`config.mk`:
```
export PLATFORM = sky130hd
export DESIGN_NAME = ram_arbiter
export DESIGN_NICKNAME = d
export VERILOG_FILES = /design/src/rtl/mem_arb_pkg.sv /design/src/rtl/sat_counter.sv /design/src/rtl/ram_arbiter.sv
export SDC_FILE = /design/constraint.sdc
export NUM_CORES = 1
export LEC_CHECK = 0
export ABC_AREA = 1
export CAP_MARGIN = 20
export CORE_UTILIZATION = 35
export CTS_BUF_LIST = sky130_fd_sc_hd__clkbuf_8 sky130_fd_sc_hd__clkbuf_16
export DETAILED_ROUTE_END_ITERATION = 8
export HOLD_SLACK_MARGIN = 0.06
export PLACE_DENSITY_LB_ADDON = 0.3
export SLEW_MARGIN = 20
export SYNTH_ARGS = -nofsm -noshare
export SYNTH_HDL_FRONTEND = slang
export SYNTH_HIERARCHICAL = 1
export SYNTH_SLANG_ARGS = --single-unit
```
`constraint.sdc`:
```
create_clock -name clk -period 1.7 [get_ports clk]
set_input_delay 0.17 -clock clk [delete_from_list [all_inputs] [get_ports clk]]
set_output_delay 0.17 -clock clk [all_outputs]
set_load 0.02 [all_outputs]
```
`src/rtl/mem_arb_pkg.sv`:
```
// mem_arb_pkg: ownership states and default sizes shared by the RAM arbiter files
package mem_arb_pkg;
  typedef enum logic [1:0] {IDLE, OWN0, OWN1} arb_state_e;
  localparam int MAX_BURST_DEF = 8;
  localparam int AW_DEF = 16;
  localparam int DW_DEF = 16;
endpackage

```
`src/rtl/sat_counter.sv`:
```
// sat_counter: enable-driven up counter that sticks at all-ones, async active-low clear
module sat_counter #(
  parameter int W = 16
) (
  input  logic         clk,
  input  logic         rst_n,
  input  logic         en_i,
  output logic [W-1:0] cnt_o
);
  logic [W-1:0] cnt_q, cnt_d;
  always_comb cnt_d = (en_i && cnt_q != '1) ? cnt_q + 1'b1 : cnt_q;
  always_ff @(posedge clk or negedge rst_n)
    if (!rst_n) cnt_q <= '0;
    else cnt_q <= cnt_d;
  assign cnt_o = cnt_q;
endmodule

```
`src/rtl/ram_arbiter.sv`:
```
// ram_arbiter: two-requester (CPU/DMA) single-port RAM arbiter with lockable bursts
module ram_arbiter
  import mem_arb_pkg::*;
#(
  parameter int MAX_BURST = MAX_BURST_DEF,
  parameter int AW = AW_DEF,
  parameter int DW = DW_DEF
) (
  input  logic          clk,
  input  logic          rst_n,
  input  logic          req0,
  input  logic          lock0,
  input  logic [AW-1:0] addr0,
  input  logic [DW-1:0] wdata0,
  input  logic          op0,
  input  logic          req1,
  input  logic          lock1,
  input  logic [AW-1:0] addr1,
  input  logic [DW-1:0] wdata1,
  input  logic          op1,
  output logic          gnt0,
  output logic          gnt1,
  output logic [DW-1:0] rdata0,
  output logic [DW-1:0] rdata1,
  output logic [AW-1:0] phy_ram_addr,
  output logic [DW-1:0] phy_ram_write,
  output logic          phy_ram_op,
  input  logic [DW-1:0] phy_ram_read,
  output logic [15:0]   wait_cnt
);
  localparam int BW = $clog2(MAX_BURST) + 1;
  arb_state_e state_q, state_d;
  logic last_q, last_d;
  logic [BW-1:0] burst_q, burst_d;
  logic idle, own, o_req, o_lock, o_op, x_req, mmio, burst_done;
  logic [AW-1:0] o_addr;
  logic [DW-1:0] o_wdata;
  always_comb begin
    idle       = state_q == IDLE;
    own        = state_q == OWN1;
    o_req      = own ? req1 : req0;
    o_lock     = own ? lock1 : lock0;
    o_op       = own ? op1 : op0;
    o_addr     = own ? addr1 : addr0;
    o_wdata    = own ? wdata1 : wdata0;
    x_req      = own ? req0 : req1;
    mmio       = o_addr[AW-1];
    // the current access is the MAX_BURST-th one when the counter shows MAX_BURST-1
    burst_done = burst_q >= BW'(MAX_BURST - 1);
  end
  always_comb begin
    state_d = state_q;
    if (idle)
      state_d = (req0 && req1) ? (last_q ? OWN0 : OWN1) : req0 ? OWN0 : req1 ? OWN1 : IDLE;
    else if (!o_req || (x_req && (!o_lock || burst_done)))
      state_d = x_req ? (own ? OWN0 : OWN1) : IDLE;
    burst_d = (state_d != state_q || idle || !x_req) ? '0 :
              (o_req && burst_q != '1) ? burst_q + 1'b1 : burst_q;
    last_d  = (state_d != state_q && state_d != IDLE) ? (state_d == OWN1) : last_q;
  end
  always_ff @(posedge clk or negedge rst_n)
    if (!rst_n) begin
      state_q <= IDLE;
      last_q  <= 1'b1;
      burst_q <= '0;
    end else begin
      state_q <= state_d;
      last_q  <= last_d;
      burst_q <= burst_d;
    end
  assign gnt0          = state_q == OWN0;
  assign gnt1          = state_q == OWN1;
  assign phy_ram_addr  = (idle || mmio) ? '0 : o_addr;
  assign phy_ram_write = idle ? '0 : o_wdata;
  assign phy_ram_op    = !idle && o_req && !mmio && o_op;
  assign rdata0        = (gnt0 && !addr0[AW-1]) ? phy_ram_read : '0;
  assign rdata1        = (gnt1 && !addr1[AW-1]) ? phy_ram_read : '0;
  sat_counter #(.W(16)) u_wait (
    .clk   (clk),
    .rst_n (rst_n),
    .en_i  ((req0 && !gnt0) || (req1 && !gnt1)),
    .cnt_o (wait_cnt)
  );
endmodule

```
==> metrics.md <==
| Metric | Value |
|---|---|
| Status | finished with violations |
| Failing checks | negative setup slack |
| Ant. Diodes | 0 |
| Die H | 82.8 um |
| Clk buf depth | 2 |
| Grt ovf | 0 |
| DP HPWL | 6990 um |
| H-tree Lvls | 1 |
| Worst Reg-to-Reg Cells | 15 |
| Critical path type | flip-flop to output pin |
| Reg-to-reg startpoint | state_q[0]$_DFF_PN0_ |
| Cell Int Power | 3.14 mW |
| Crit. End Element | output pin |
| Post-synth top cells | nand2_1 (141), inv_1 (54), nor2_1 (52) |
| Initial core utilization | 36.2% |
| Yosys top cell area share | 24.1% |
| First-pass GRT wire length | 14500 um |
| Hold buffers post-CTS | 0 |
| Vias in the first global route | 2927 |
| # DRC | 0 |
| Antenna Nets Post-Route | 0 |
| Wirelength per Cell | 14.8 um |
| Syn_area_per_cell | 6.03 um2 |
| Max layer used | met4 |
| Number of DRC markers in iteration 0 | 82 |
| Number of enable flip-flop cells after synthesis | 0 |
| PD cells | 1370 nW/um2 |
| Buffers on Ports | 169 |
| Maximum VDD drop | 860 uV |
| Tmin final | 1.82 ns |
| Max Fclk | 0.550 GHz |
| Max Slew Vio Count | 0 |
| Die width | 82.8 um |
| Hold Slack | 0.246 ns |
| Count of non-filler cells in the finished layout | 644 |
| CTS sink count | 23 |
| Met3 Routed Length | 550 um |
| Share of flip-flops with an asynchronous set or reset | 100% |
| Worst path required time | 1.53 ns |
| Number of I/O pins | 171 |
| Placed Cells | 635 |
| DP Worst Slack | -0.379 ns |
| Clock power frac | 5.6% |
| Unrepaired setup endpoints after global routing | yes |
| Worst-Skew Late Latency | 0.26 ns |
| Total GRT Usage | 25.6% |
| Area Overhead vs Synth | 99.9% |
| Post-Syn Nets | 469 |
| Critical Path AT | 1.65 ns |
| Syn Inst Count | 379 |
| Pre-antenna DRT Iters | 4 |
| FF-to-FF setup slack | -0.06 ns |
| Reg2reg end | burst_q[1]$_DFFE_PN0P_ |
| Root Buffer Master | clkbuf_8 |
| Die area | 6860 um2 |
| Largest net degree at the start of global routing | 24 |
| Power share of the combinational group | 79.7% |
| M1 wire length | 3770 um |
| Initial antenna violation count | 0 |
| Setup slack after layout | -0.118 ns |
| Final Cycle Share | 107% |
| Area contributors post-synth | dfrtp_1 (24%), nand2_1 (23%), inv_1 (8.9%), nor2_1 (8.5%), a22o_1 (6.1%) |
| CP startpoint | state_q[0]$_DFF_PN0_ |
| Netlist cell types | 34 |
| Total of max-cap violations | 0 |
| Sw Ratio | 49.7% |
| CTS tree | built |
| Final WL | 9540 um |
| Core area | 6310 um2 |
| Main synth FF type | dfrtp_1 |
| Cts bufs inserted | 3 |
| Sw power | 3.10 mW |
| Routability congestion estimate from global placement | 0.939 |
| LEAKAGE | 2.25 nW |
| Hold WC Path Type | input pin to async pin |
| Worst Skew | 0.00187 ns |
| Post-synthesis sequential area ratio | 25.2% |
| Yosys warnings | 6 |
| Mapped Area | 2290 um2 |
| # rows | 29 |
| # setup viols final | 67 |
| Clk slew on worst S/H paths | 0.09 ns |
| Sequential power share | 14.8% |
| WL met2 | 4900 um |
| Routed via count | 3159 |
| Cell taking the most area after synthesis | dfrtp_1 |
| Hold Vio Cnt, Final | 0 |
| Fill cell count | 471 |
| Drt via density | 4.91 |
| Setup crit start kind | flip-flop |
| Share of post-route cells with drive strength above 1 | 32.3% |
| Yosys reg bits | 23 |
| TNS Setup | -3.54 ns |
| Worst Path Max Fanout | 8 |
| Overall power | 6.25 mW |
| Net count reported at finish | 658 |
| Most common cell in the netlist | nand2_1 |
worst max-delay path by stage:
stage | endpoint | slack [ns] | depth (start not counted)
finish | rdata0[11] | -0.12 | 7
global route | phy_ram_op | -0.19 | 7
CTS | phy_ram_addr[6] | -0.09 | 8
detailed placement | rdata0[0] | -0.38 | 5
global placement | rdata0[14] | -0.31 | 5
floorplan | rdata1[0] | -0.05 | 7
logic make-up (layout without fill, tap and decap cells):
group,Yosys count,count (layout),synth area share [%]
adders and majority gates,2,2,1.09
buffers and inverters,72,259,13.6
and+or+nand+nor,235,236,44.5
xor gates and xnor gates,8,8,3.07
AOI/OAI and AO/OA,38,38,12.3
DFF,23,23,25.2
other,1,1,0.164
layout by cell type (no fill, tap or decap), types with 4 or more instances in the layout:
cell type | synthesis | final
a22o_1 | 16 | 16
buf_12 | 0 | 5
buf_4 | 3 | 40
buf_6 | 3 | 33
clkdlybuf4s15_2 | 0 | 15
clkdlybuf4s50_1 | 0 | 103
dfrtp_1 | 22 | 21
inv_1 | 54 | 38
inv_2 | 1 | 17
nand2_1 | 141 | 123
nand2_2 | 9 | 21
nand2_4 | 0 | 6
nand3_1 | 15 | 15
nand4_1 | 5 | 5
nor2_1 | 52 | 34
nor2_2 | 4 | 8
nor2_4 | 4 | 18
o21ai_0 | 11 | 8
o21ai_2 | 4 | 4
xnor2_1 | 6 | 6
critical path, stage by stage, from the launching register on:
cell     delay [ns]
dfrtp_1        0.40
inv_4          0.07
buf_12         0.13
nor2_4         0.10
inv_2          0.05
or2_4          0.34
nor2_2         0.13
buf_4          0.15
timing repair:
action,in CTS,in global routing
buffers inserted,1,2
pin swaps,3,6
endpoints found under the setup margin,72,72
gates cloned,2,0
resized for setup,321,75
layer usage:
metal,global-route usage (%),vias to the layer above
met5,0,-
met4,9.09,0
met3,4.67,26
met2,47.6,133
met1,29.0,1466
li1,-,1534
metrics by stage:
| step | cell area [um2] | utilization, % |
|---|---|---|
| final | 4570 | 72.4 |
| after global routing | 4570 | 72.4 |
| after CTS | 4310 | 68.2 |
| after detailed placement | 4260 | 67.4 |
| after global placement | 4260 | 67.4 |
| after floorplan | 2320 | - |
cell type report:
cell class / count / area (um2) / area share [%]
tap: 77 / 96.3 / 2.11
inverter: 56 / 213 / 4.65
clock buffer: 3 / 41.3 / 0.903
sequential: 23 / 578 / 12.6
multi-input combinational: 285 / 1620 / 35.4
clock inverter: 1 / 7.51 / 0.164
timing repair buffer: 199 / 2020 / 44.2
flip-flops by register name, indices dropped and copies added (netlist names):
| signal | cells |
|---|---|
| u_wait/cnt_o | 16 |
| state_q | 2 |
| last_q | 1 |
| burst_q | 4 |
power groups by stage:
stage / sequential (mW) / clock, mW / combinational, mW
global route: 0.948 / 0.390 / 5.31
floorplan: 0.999 / 0 / 2.35
detailed placement: 0.928 / 0 / 4.40
global placement: 0.916 / 0 / 4.32
CTS: 0.919 / 0.366 / 4.58
finish: 0.922 / 0.349 / 4.97
Note: power is estimated with default switching activity, not from simulation.
